==> src/rtl/uart_pkg.sv <==
// Shared UART definitions used by the transmitter and the receiver.
package uart_pkg;

  localparam int CLKS_PER_BIT_115K2 = 434;

  typedef enum logic [1:0] {IDLE, START, DATA, STOP} uart_state_t;

endpackage

==> src/rtl/uart_byte_fifo.sv <==
// Synchronous byte FIFO with a one-bit-wider level counter so full and empty stay distinct.
module uart_byte_fifo #(
  parameter int DEPTH = 4
) (
  input  logic                     clk,
  input  logic                     rst,
  input  logic                     push_i,
  input  logic [7:0]               data_i,
  input  logic                     pop_i,
  output logic [7:0]               data_o,
  output logic                     full_o,
  output logic                     empty_o,
  output logic [$clog2(DEPTH):0]   level_o
);

  localparam int PTR_W = $clog2(DEPTH);

  logic [7:0]       mem_q [DEPTH];
  logic [PTR_W-1:0] wr_ptr_q;
  logic [PTR_W-1:0] rd_ptr_q;
  logic [PTR_W:0]   level_q;
  logic             do_push;
  logic             do_pop;

  assign full_o  = (level_q == (PTR_W + 1)'(DEPTH));
  assign empty_o = (level_q == '0);
  assign do_push = push_i && !full_o;
  assign do_pop  = pop_i && !empty_o;
  assign data_o  = mem_q[rd_ptr_q];
  assign level_o = level_q;

  // NOTE: the storage array has no reset; an entry is only read after it was written,
  // so clearing the pointers and level is enough and keeps the array as plain RAM.
  always_ff @(posedge clk) begin
    if (do_push) begin
      mem_q[wr_ptr_q] <= data_i;
    end
  end

  // NOTE: sequential state is always updated with <= so every flop samples pre-edge values.
  always_ff @(posedge clk) begin
    if (rst) begin
      wr_ptr_q <= '0;
      rd_ptr_q <= '0;
      level_q  <= '0;
    end else begin
      if (do_push) wr_ptr_q <= wr_ptr_q + 1'b1;
      if (do_pop)  rd_ptr_q <= rd_ptr_q + 1'b1;
      case ({do_push, do_pop})
        2'b10:   level_q <= level_q + 1'b1;
        2'b01:   level_q <= level_q - 1'b1;
        default: level_q <= level_q;
      endcase
    end
  end

endmodule

==> src/rtl/uart_tx_8n1.sv <==
// 8N1 UART transmitter: byte FIFO, cts_n synchroniser, bit-timer FSM and a registered txd.
module uart_tx_8n1
  import uart_pkg::*;
#(
  parameter int CLKS_PER_BIT = CLKS_PER_BIT_115K2,
  parameter int FIFO_DEPTH   = 4
) (
  input  logic                          clk,
  input  logic                          rst,
  input  logic [7:0]                    tx_data,
  input  logic                          tx_valid,
  output logic                          tx_ready,
  input  logic                          cts_n,
  output logic                          txd,
  output logic                          busy,
  output logic [$clog2(FIFO_DEPTH):0]   fifo_level
);

  localparam int TIMER_W = $clog2(CLKS_PER_BIT);
  localparam logic [TIMER_W-1:0] TICK_VAL = TIMER_W'(CLKS_PER_BIT - 1);

  logic [1:0]         cts_sync_q;
  logic               cts_s;
  uart_state_t        state_q;
  logic [TIMER_W-1:0] timer_q;
  logic [2:0]         idx_q;
  logic [7:0]         shift_q;
  logic               txd_q;
  logic               tick;
  logic               can_start;
  logic               pop;
  logic [7:0]         fifo_data;
  logic               fifo_full;
  logic               fifo_empty;

  uart_byte_fifo #(.DEPTH(FIFO_DEPTH)) u_fifo (
    .clk     (clk),
    .rst     (rst),
    .push_i  (tx_valid),
    .data_i  (tx_data),
    .pop_i   (pop),
    .data_o  (fifo_data),
    .full_o  (fifo_full),
    .empty_o (fifo_empty),
    .level_o (fifo_level)
  );

  // Resets to "not clear" so nothing is sent until the pin has been seen low twice.
  always_ff @(posedge clk) begin
    if (rst) cts_sync_q <= 2'b11;
    else     cts_sync_q <= {cts_sync_q[0], cts_n};
  end
  assign cts_s = cts_sync_q[1];

  assign tick      = (timer_q == TICK_VAL);
  assign can_start = !fifo_empty && !cts_s;
  // Flow control is only consulted at frame boundaries, so a frame is never cut short.
  assign pop       = can_start && ((state_q == IDLE) || ((state_q == STOP) && tick));

  always_ff @(posedge clk) begin
    if (rst) begin
      state_q <= IDLE;
      timer_q <= '0;
      idx_q   <= '0;
      shift_q <= '0;
      txd_q   <= 1'b1;
    end else begin
      timer_q <= tick ? '0 : timer_q + 1'b1;
      case (state_q)
        IDLE: begin
          timer_q <= '0;
          txd_q   <= 1'b1;
          if (pop) begin
            state_q <= START;
            shift_q <= fifo_data;
            txd_q   <= 1'b0;
          end
        end
        START: begin
          if (tick) begin
            state_q <= DATA;
            idx_q   <= '0;
            txd_q   <= shift_q[0];
          end
        end
        DATA: begin
          if (tick) begin
            shift_q <= {1'b0, shift_q[7:1]};
            if (idx_q == 3'd7) begin
              state_q <= STOP;
              txd_q   <= 1'b1;
            end else begin
              idx_q <= idx_q + 1'b1;
              txd_q <= shift_q[1];
            end
          end
        end
        STOP: begin
          if (tick) begin
            if (pop) begin
              state_q <= START;
              shift_q <= fifo_data;
              txd_q   <= 1'b0;
            end else begin
              state_q <= IDLE;
              txd_q   <= 1'b1;
            end
          end
        end
        default: state_q <= IDLE;
      endcase
    end
  end

  assign txd      = txd_q;
  assign tx_ready = !fifo_full;
  assign busy     = (state_q != IDLE) || !fifo_empty;

endmodule

==> config.mk <==
export PLATFORM = sky130hd
export DESIGN_NAME = uart_tx_8n1
export DESIGN_NICKNAME = d
export VERILOG_FILES = /design/src/rtl/uart_pkg.sv /design/src/rtl/uart_byte_fifo.sv /design/src/rtl/uart_tx_8n1.sv
export SDC_FILE = /design/constraint.sdc
export NUM_CORES = 1
export LEC_CHECK = 0
export BUFFER_PORTS_ARGS = -buffer_cell sky130_fd_sc_hd__buf_4
export CORE_MARGIN = 2
export CORE_UTILIZATION = 45
export CTS_BUF_LIST = sky130_fd_sc_hd__clkbuf_8
export CTS_CLUSTER_DIAMETER = 150
export DETAILED_ROUTE_END_ITERATION = 8
export PLACE_DENSITY = 0.66
export SYNTH_ARGS = -nofsm -noshare
export SYNTH_HDL_FRONTEND = slang
export SYNTH_SLANG_ARGS = --single-unit
==> constraint.sdc <==
create_clock -name clk -period 3.3 [get_ports clk]
set_input_delay 0.825 -clock clk [delete_from_list [all_inputs] [get_ports clk]]
set_output_delay 0.825 -clock clk [all_outputs]
set_load 0.05 [all_outputs]
Word-level counts from Yosys, hierarchy flattened
Memories as Yosys holds them, arrays and structs flattened. A register that Yosys moved wholly into a read port is not among the register bits. Cells that the tools add are included.

Memories kept: 1. Output and inout port bits: 6. Bits in registers: 32. Bits of input ports: 12. Memory bits (writable): 32. Logic and storage cells: 77.

Reduce and logical (&&, ||, !) cells: 21. Add/subtract/negate cells: 6. Equality and inequality tests: 14. Mux-type cells: 26.

Memory list: u_fifo.mem_q (words 4, bits a word 8, rd ports 1, clocked after memory_dff 1, write ports 1, line uart_byte_fifo.sv:18) `logic [7:0] mem_q [DEPTH];`.

Operator list (number): 8-bit two-way mux (3); 8-bit one-hot mux with 3 select lines (1); 2-bit two-way mux (7); 3-bit one-hot mux with 2 select lines (2); 2-bit inequality test (second input constant) (5); 9-bit by 1-bit adder with 9-bit output (second input constant) (1); 9-bit == test (second input constant) (1); 3-bit two-way mux (3); 1-bit two-way mux (8); 2-bit one-hot mux with 4 select lines (1); 3-bit by 1-bit adder with 3-bit output (second input constant) (2); 2-bit == test (second input constant) (3); 3-bit == test (second input constant) (2); 3-bit AND reduction (2); 2-bit nonzero test (3); 1-bit logical AND (5); 5-bit AND reduction (1); 2-bit by 1-bit adder with 2-bit output (second input constant) (2); 2-bit by 1-bit == test with 1-bit output (second input constant) (2); 1-bit one-hot mux with 4 select lines (1); 4-bit AND reduction (1); 1-bit logical NOT (3); 3-bit logical NOT (1); 3-bit nonzero test (1); 5 further kinds (6).

Depth between registers and ports, before layout
Gate-level depths: netlist of the first run.

Depth after elaboration: 7. Depth in mapped cells: 11. Depth with buffers taken out: 11.

Modules after synthesis
A second synthesis of the first run with hierarchy kept.

Cells, all modules: 256. Area, all modules: 3007.9 µm².

Modules (own cells, without submodules): uart_byte_fifo (cells each 96, times used 1, area an instance 1635.3 µm²); uart_tx_8n1 (cells each 160, times used 1, area an instance 1372.6 µm²).

Least setup slack after synthesis of the first run
Ideal clock, no wire load.

Kind: register -> register. From: register u_fifo.level_q[2], in the netlist u_fifo.level_o[2]. To: register u_fifo.level_q[2], in the netlist u_fifo.level_o[2]. Slack: 388 ps. Arrival time: 2841 ps. Cell stages (with the launch flop): 10. Data required time: 3229 ps. Path through: dfxtp_1 -> nand3_1 -> and2_1 -> inv_1 -> ha_1 -> inv_1 -> fa_1 -> xor2_1 -> or3_1 -> a21oi_1.

RTL lines: from (decl) (line uart_byte_fifo.sv:21) `logic [PTR_W:0] level_q;`; from (signal assigned) (line uart_byte_fifo.sv:50) `2'b10: level_q <= level_q + 1'b1;`; from (signal assigned) (line uart_byte_fifo.sv:51) `2'b01: level_q <= level_q - 1'b1;`; from (signal assigned) (line uart_byte_fifo.sv:52) `default: level_q <= level_q;`; 3-bit == test * (line uart_byte_fifo.sv:25) `assign full_o = (level_q == (PTR_W + 1)'(DEPTH));`; 1-bit logical NOT *; named net tx_ready (line uart_tx_8n1.sv:12) `output logic tx_ready,`; 1-bit logical AND * (line uart_byte_fifo.sv:27) `assign do_push = push_i && !full_o;`; 2-bit by 1-bit == test with 1-bit output / 2-bit == test (equally long branches) (line uart_byte_fifo.sv:49) `case ({do_push, do_pop})`; 3-bit one-hot mux with 2 select lines / 2-bit nonzero test (equally long branches).

The timed path passes the listed nets; every way through them passes the cells marked *. A chain may end at the register's enable or synchronous reset.

Worst setup path in the final report of the first run
From: register state_q[0]. To: register u_fifo.level_q[2], in the netlist u_fifo.level_o[2].

Longest elaborated chain between the ends: 7.

Ends and longest elaborated chain: from (decl) (line uart_tx_8n1.sv:24) `uart_state_t state_q;`; from (signal assigned) (line uart_tx_8n1.sv:62) `state_q <= IDLE;`; from (signal assigned) (line uart_tx_8n1.sv:74) `state_q <= START;`; from (signal assigned) (line uart_tx_8n1.sv:81) `state_q <= DATA;`; 2-bit == test (line uart_tx_8n1.sv:58) `assign pop = can_start && ((state_q == IDLE) || ((state_q == STOP) && tick));`; 1-bit logical AND (line uart_tx_8n1.sv:58); 1-bit logical OR * (line uart_tx_8n1.sv:58); 1-bit logical AND * (line uart_tx_8n1.sv:58); 1-bit logical AND * (line uart_byte_fifo.sv:28) `assign do_pop = pop_i && !empty_o;`; named net u_fifo.do_pop (line uart_byte_fifo.sv:23) `logic do_pop;`; 2-bit by 1-bit == test with 1-bit output / 2-bit == test (equally long branches) (line uart_byte_fifo.sv:49); 3-bit one-hot mux with 2 select lines / 2-bit nonzero test (equally long branches).

Marks and branches as above.

==> key figures, run 1 <==
Outcome
  • Status: finished, final reports clean

Place
  • DPL Wire Length: 3.52 mm
  • Post-DP Area: 0.00318 mm^2
  • GP Congestion: 0.773
  • Placed Cells: 334
  • # port buffers: 17

Worst hold path
  • Hold WC Path Type: flop to flop

Drt
  • Top Layer Used: met4
  • Antenna Violating Nets Remaining: 0
  • Via density: 5.18
  • Wire length on met1: 2.41 mm
  • Met3 WL: 158 um
  • Via Count: 1,814
  • Pre-antenna DRT Iters: 4
  • WL met2: 2.42 mm
  • Wire per inst: 14.5 um
  • Drt drc: 0
  • Routed WL: 5.06 mm
  • Detailed Route Iter0 Violations: 86

Timing
  • Final period util: 0.786
  • RSZ-0062 raised after global routing: no
  • Final Skew: 0.0103 ns
  • Worst-margin pin slew: 0.537 ns
  • Tmin final: 2.60 ns
  • Max-slew headroom: 0.641
  • Final hold vios: 0
  • Final Setup Violations: 0
  • Slew Limit Fails: 0
  • Fmax: 385 MHz
  • Setup TNS: 0 ns

Floorplanning
  • Initial core utilization: 0.466
  • Boundary Pins: 18
  • Die Span X: 85.3 um
  • Die Y: 85.3 um
  • Core area: 0.00639 mm^2
  • Row count: 29
  • Die ar.: 0.00728 mm^2

Synthesis
  • Largest family of logic cells by synthesized area: simple AND/OR/NAND/NOR gates
  • Synth Register Bits: 66
  • Synth Area in Simple Gates: 0.147
  • Post-Synthesis Cells: 246
  • Syn_area_per_cell: 12.1 um^2
  • Main flop type after synthesis: dfxtp_1
  • XOR/XNOR Fraction of Synth Area: 0.0324
  • Synth Net Count: 274
  • Complex-gate fraction of the synthesized area: 0.0786
  • Cell Area, Synth: 0.00298 mm^2
  • Synth Area in Adders: 0.0698
  • Proportion of synthesized area in mux cells: 0.0955
  • Post-synthesis sequential area ratio: 0.552
  • Library cells used by synthesis: 45
  • Post-synth EDFFs: 32
  • Total number of yosys warnings: 0
  • Fraction of registers with async set/reset: 0

Clock network
  • Root Driver: clkbuf_8
  • Reg clk slew, reported paths: 0.08 ns
  • CTS buffer count: 9
  • Post-CTS setup repair buffer count: 0
  • H-tree depth: 3
  • Post-CTS sizing: 0
  • Clock sinks: 66
  • Post-CTS Hold Fix Bufs: 0
  • Clk Latency, worst-skew pair: 0.34 ns
  • CTS tree: built
  • CTS max path bufs: 2

Global route
  • GRT overflow: 0
  • Largest net degree at the start of global routing: 35
  • All-Layer GR Usage: 0.151
  • Initial antenna violation count: 0
  • Vias in the first global route: 1,809
  • First-pass GRT wire length: 8.47 mm

Final layout
  • Sequential Area: 0.00164 mm^2
  • Fill cell count: 574
  • P&R area growth vs syn: 12.7%
  • Multi-input logic area: 0.00126 mm^2
  • Layout cell share with drive strength beyond 1: 0.227
  • Final Cell Area: 0.00335 mm^2
  • Final non-filler cell total: 350
  • Final Util: 0.525
  • # diodes: 0
  • Nets: 296

Worst setup path
  • CP Capture Type: flop
  • Worst endpoint data arrival time: 2.87 ns
  • CP Max Fanout: 7
  • CP Launch Type: flop
  • Worst setup path class: flop to flop
  • Worst Path Required: 3.57 ns

Power
  • Leakage Power: 1.22 nW
  • Final Power: 0.00177 W
  • PwrDens: 527 mW/mm^2
  • Worst vdd ir: 0.352 mV

Run
  • Max-cap violations: 0
==> synthesized netlist by cell type, types with 2 or more instances <==
master	number	share of area
and3_1	4	0.0084
nor2_1	21	0.026
nand2b_1	2	0.0042
xnor2_1	5	0.015
mux4_2	8	0.061
dfxtp_1	34	0.23
mux2_2	7	0.026
ha_1	15	0.063
nor3_1	4	0.0067
nand3_1	8	0.013
nand2_1	19	0.024
a21oi_1	17	0.029
or3_1	2	0.0042
buf_2	3	0.0050
or2_2	2	0.0042
inv_1	11	0.014
edfxtp_1	32	0.32
clkbuf_1	4	0.0050
xor2_1	6	0.018
a31oi_1	2	0.0042
o21ai_0	6	0.010
and2_1	3	0.0063
nand4_1	2	0.0042
nor2b_1	8	0.017
==> per-layer routing <==
layer,vias to the layer above,track usage
li1,927,-
met1,855,0.195
met2,25,0.242
met3,7,0.0409
met4,0,0.0592
met5,-,0
==> registers in the layout, indices dropped and copies added (netlist names), named ones only <==
name and cells:
txd 1, idx_q 3, timer_q 9, u_fifo.wr_ptr_q 2
cts_sync_q 2, state_q 2, u_fifo.rd_ptr_q 2, u_fifo.level_o 3
u_fifo.mem_q 32, shift_q 8
==> cells by family (layout without fill, tap and decap cells) <==
group                    after synthesis  count (layout)
AO/OA/AOI/OAI                         34              34
XOR/XNOR                              11              11
adder cells (fa/ha/maj)               16              16
buffers and inverters                 19              46
flip-flops                            66              66
multiplexers                          17              17
AND/OR/NAND/NOR                       83              83
==> path summary, 6_finish.rpt <==
kind,startpoint,cells after the start,slack [ns],endpoint
max reg2reg,state_q[0]$_SDFFE_PP0P_,10,0.70,u_fifo.level_o[2]$_SDFFE_PP0P_
min reg2reg,cts_sync_q[0]$_SDFF_PP1_,1,0.42,cts_sync_q[1]$_SDFF_PP1_
min,cts_sync_q[0]$_SDFF_PP1_,1,0.42,cts_sync_q[1]$_SDFF_PP1_
max,state_q[0]$_SDFFE_PP0P_,10,0.70,u_fifo.level_o[2]$_SDFFE_PP0P_
==> metrics by stage <==
stage                     hold slack (ns)  setup slack, ns
after floorplan                     0.389            0.388
after global placement              0.390            0.804
after detailed placement            0.401            0.725
after CTS                           0.422            0.704
after global routing                0.456            0.544
final                               0.417            0.705
==> worst max-delay path, cell delays in order, from the launching register on <==
cell	delay, ns
dfxtp_1	0.35
inv_1	0.16
ha_1	0.34
a31oi_1	0.09
nor3_2	0.32
ha_1	0.25
inv_1	0.06
fa_1	0.37
xor2_1	0.15
or3_1	0.30
a21oi_1	0.13
==> cell type report <==
cell class / count / area share
sequential: 66 / 0.490
multi-input combinational: 161 / 0.375
timing repair buffer: 18 / 0.0403
clock buffer: 9 / 0.0369
tap: 77 / 0.0287
clock inverter: 7 / 0.0157
inverter: 12 / 0.0134
==> report_power, final <==
part           switching, W  internal (W)
Combinational      0.000142     0.0000955
Clock              0.000330      0.000277
Sequential        0.0000239      0.000899
Total              0.000496       0.00127
==> placed cells by master (no fill, tap or decap), drive strengths merged, types with 4 or more instances in the layout <==
cell type	instances
dfxtp	34
edfxtp	32
nor2	21
nand2	19
a21oi	19
buf	18
ha	15
inv	13
clkbuf	9
nand3	8
mux4	8
nor2b	8
mux2	8
o21ai	7
xor2	6
xnor2	5
nor3	5
and3	4
clkinv	4
No activity file was read; power rests on OpenSTA's default activity.
==> inputs of run 2 (changes only) <==
==> constraint.sdc (replaced) <==
create_clock -name clk -period 2.58 [get_ports clk]
set_input_delay 0.645 -clock clk [delete_from_list [all_inputs] [get_ports clk]]
set_output_delay 0.645 -clock clk [all_outputs]
set_load 0.05 [all_outputs]
==> run 2 against run 1 <==
  * Clock-buffer cell count is the same
  * Final area grew 2.6%
  * Sequential share of layout area shrank 1.2 points
  * Die area is the same
  * Clock skew shrank 0.0019 ns
  * Non-clock buffer count grew 3
  * Sequential cell count is the same
  * Via count grew 2.1%
  * Register-to-register slack lost 0.52 ns
  * Largest cell class unchanged
  * Cell count grew 0.86%
==> key figures, run 2 (synthesis gave the netlist of run 1 again) <==
Power
  • Worst vdd ir: 0.397 mV
  • Leakage Power: 1.27 nW
  • PwrDens: 732 mW/mm^2

Worst hold path
  • Hold path endpoint: cts_sync_q[1]$_SDFF_PP1_
  • Hold Startpoint: cts_sync_q[0]$_SDFF_PP1_
  • Hold Path Stages: 1
  • Hold WC Path Type: flop to flop

Final layout
  • # diodes: 0
  • Layout cell share with drive strength beyond 1: 0.236
  • Top flop regs: u_fifo.mem_q: 32 flops, timer_q: 9 flops, shift_q: 8 flops
  • Final Cell Area: 0.00344 mm^2
  • Most frequent cells in the layout: dfxtp_1 (32), edfxtp_1 (32), nor2_1 (21), buf_4 (21), nand2_1 (19)
  • Nets: 299
  • Max reg flops: 32
  • P&R area growth vs syn: 15.6%
  • Top reg by flops: u_fifo.mem_q
  • Final non-filler cell total: 353

Timing
  • Final Skew: 0.00837 ns
  • Slew Limit Fails: 0
  • Final hold vios: 0
  • Final setup margin: 0.182 ns
  • Max-slew headroom: 0.609
  • Final period util: 0.930
  • Setup TNS: 0 ns
  • Fmax: 417 MHz
  • Worst-margin pin slew: 0.582 ns
  • RSZ-0062 raised after global routing: no
  • Final Setup Violations: 0
  • Tmin final: 2.40 ns

Worst setup path
  • Worst reg2reg path endpoint: u_fifo.level_o[2]$_SDFFE_PP0P_
  • Worst setup path class: flop to flop
  • Worst r2r path cells: 11
  • Worst path cell trace: inv_1 -> ha_1 -> and4b_1 -> a31oi_1 -> nor3_2 -> ha_1 -> inv_1 -> fa_1 -> xor2_1 -> or3_1 -> a21oi_1
  • Crit-path max cell delay: 0.37 ns
  • Worst setup path start: timer_q[1]$_SDFF_PP0_
  • CP Capture Type: flop
  • CP Launch Type: flop
  • R2R Path Start: timer_q[1]$_SDFF_PP0_
  • R2R setup slack: 0.18 ns
  • Worst Path Required: 2.85 ns
  • CP Max Fanout: 4
  • Worst path slowest cell: fa_1
  • Worst endpoint data arrival time: 2.66 ns

Drt
  • Drt drc: 0
  • Wire per inst: 14.9 um
  • Via Count: 1,852
  • Detailed Route Iter0 Violations: 75
  • Via density: 5.25
  • Pre-antenna DRT Iters: 4
  • Antenna Violating Nets Remaining: 0
  • Routed WL: 5.26 mm

Place
  • DPL Wire Length: 3.59 mm
  • Post-DP Area: 0.00321 mm^2
  • # port buffers: 17
  • DP Worst Slack: 0.199 ns
  • Placed Cells: 337
  • GP Congestion: 0.785

Clock network
  • Reg clk slew, reported paths: 0.07 ns
  • H-tree depth: 3
  • CTS buffer count: 9
  • Clk Latency, worst-skew pair: 0.34 ns
  • Post-CTS setup repair buffer count: 0
  • CTS max path bufs: 2
  • Root Driver: clkbuf_8
  • Post-CTS Hold Fix Bufs: 0
  • CTS tree: built
  • Clock sinks: 66

Run
  • Max-cap violations: 0

Floorplanning
  • Die ar.: 0.00728 mm^2
  • Core area: 0.00639 mm^2
  • Boundary Pins: 18
  • Die Span X: 85.3 um
  • Row count: 29
  • Die Y: 85.3 um
  • Initial core utilization: 0.466

Global route
  • Initial antenna violation count: 0
  • Vias in the first global route: 1,908
  • All-Layer GR Usage: 0.161
  • GRT overflow: 0
  • Largest net degree at the start of global routing: 35
  • First-pass GRT wire length: 9.02 mm

Outcome
  • Status: finished, final reports clean
run 2: changes by cell type in the layout (fill, tap and decap cells not counted), moves of 2 or more:
cell,change
bufinv_16,+3
clkinv_1,+2
inv_6,-2
dfxtp_2,+2
dfxtp_1,-2
buf_4,+3
run 2: per-stage QoR:
step	hold WS, ns	utilization	power [W]
detailed placement	0.400	0.502	0.00152
floorplan	0.389	-	0.00143
global placement	0.394	0.502	0.00151
finish	0.413	0.539	0.00252
global route	0.441	0.539	0.00262
CTS	0.417	0.539	0.00254
run 2: where the power goes:
| group | switching, W | total [W] | leakage, nW | internal, W |
|---|---|---|---|---|
| registers | 0.0000303 | 0.00118 | 0.570 | 0.00115 |
| clock network | 0.000391 | 0.00102 | 0.120 | 0.000634 |
| logic | 0.000187 | 0.000314 | 0.578 | 0.000127 |
run 2: worst max path at each step:
stage	slack [ns]	endpoint	depth (start not counted)
after global placement	0.24	u_fifo.level_o[2]$_SDFFE_PP0P_	10
after global routing	0.02	u_fifo.level_o[2]$_SDFFE_PP0P_	11
final	0.18	u_fifo.level_o[2]$_SDFFE_PP0P_	11
after floorplan	0.01	u_fifo.level_o[2]$_SDFFE_PP0P_	10
after CTS	0.15	u_fifo.level_o[2]$_SDFFE_PP0P_	10
after detailed placement	0.20	u_fifo.level_o[2]$_SDFFE_PP0P_	10
run 2: cell type report:
| type | count | area, um^2 |
|---|---|---|
| Fill cell | 541 | 2950 |
| Clock buffer | 9 | 124 |
| Timing Repair Buffer | 21 | 158 |
| Sequential cell | 66 | 1640 |
| Clock inverter | 7 | 110 |
| Tap cell | 77 | 96.3 |
| Inverter | 12 | 45.0 |
| Multi-Input combinational cell | 161 | 1260 |
run 2: timing repair:
| item | 4_1_cts | 5_1_grt |
|---|---|---|
| hold endpoints to repair | 0 | 0 |
| resized for setup | 0 | 1 |
| endpoints found under the setup margin | 0 | 1 |
run 2: critical path: cells and delay by family (launching register included):
kind,cells,cell delay [ns]
adders and majority gates,3,0.76
buffers and inverters,2,0.12
DFF,1,0.33
xor gates and xnor gates,1,0.16
AOI/OAI and AO/OA,2,0.24
and+or+nand+nor,3,0.73
run 2: layer usage:
metal  GRT usage  part of all wire  vias to the layer above
met4      0.0649             0.018                        0
met1       0.202              0.46                      889
met5           0                 0                        -
met2       0.256              0.49                       23
met3      0.0574             0.027                        8
li1            -                 -                      932
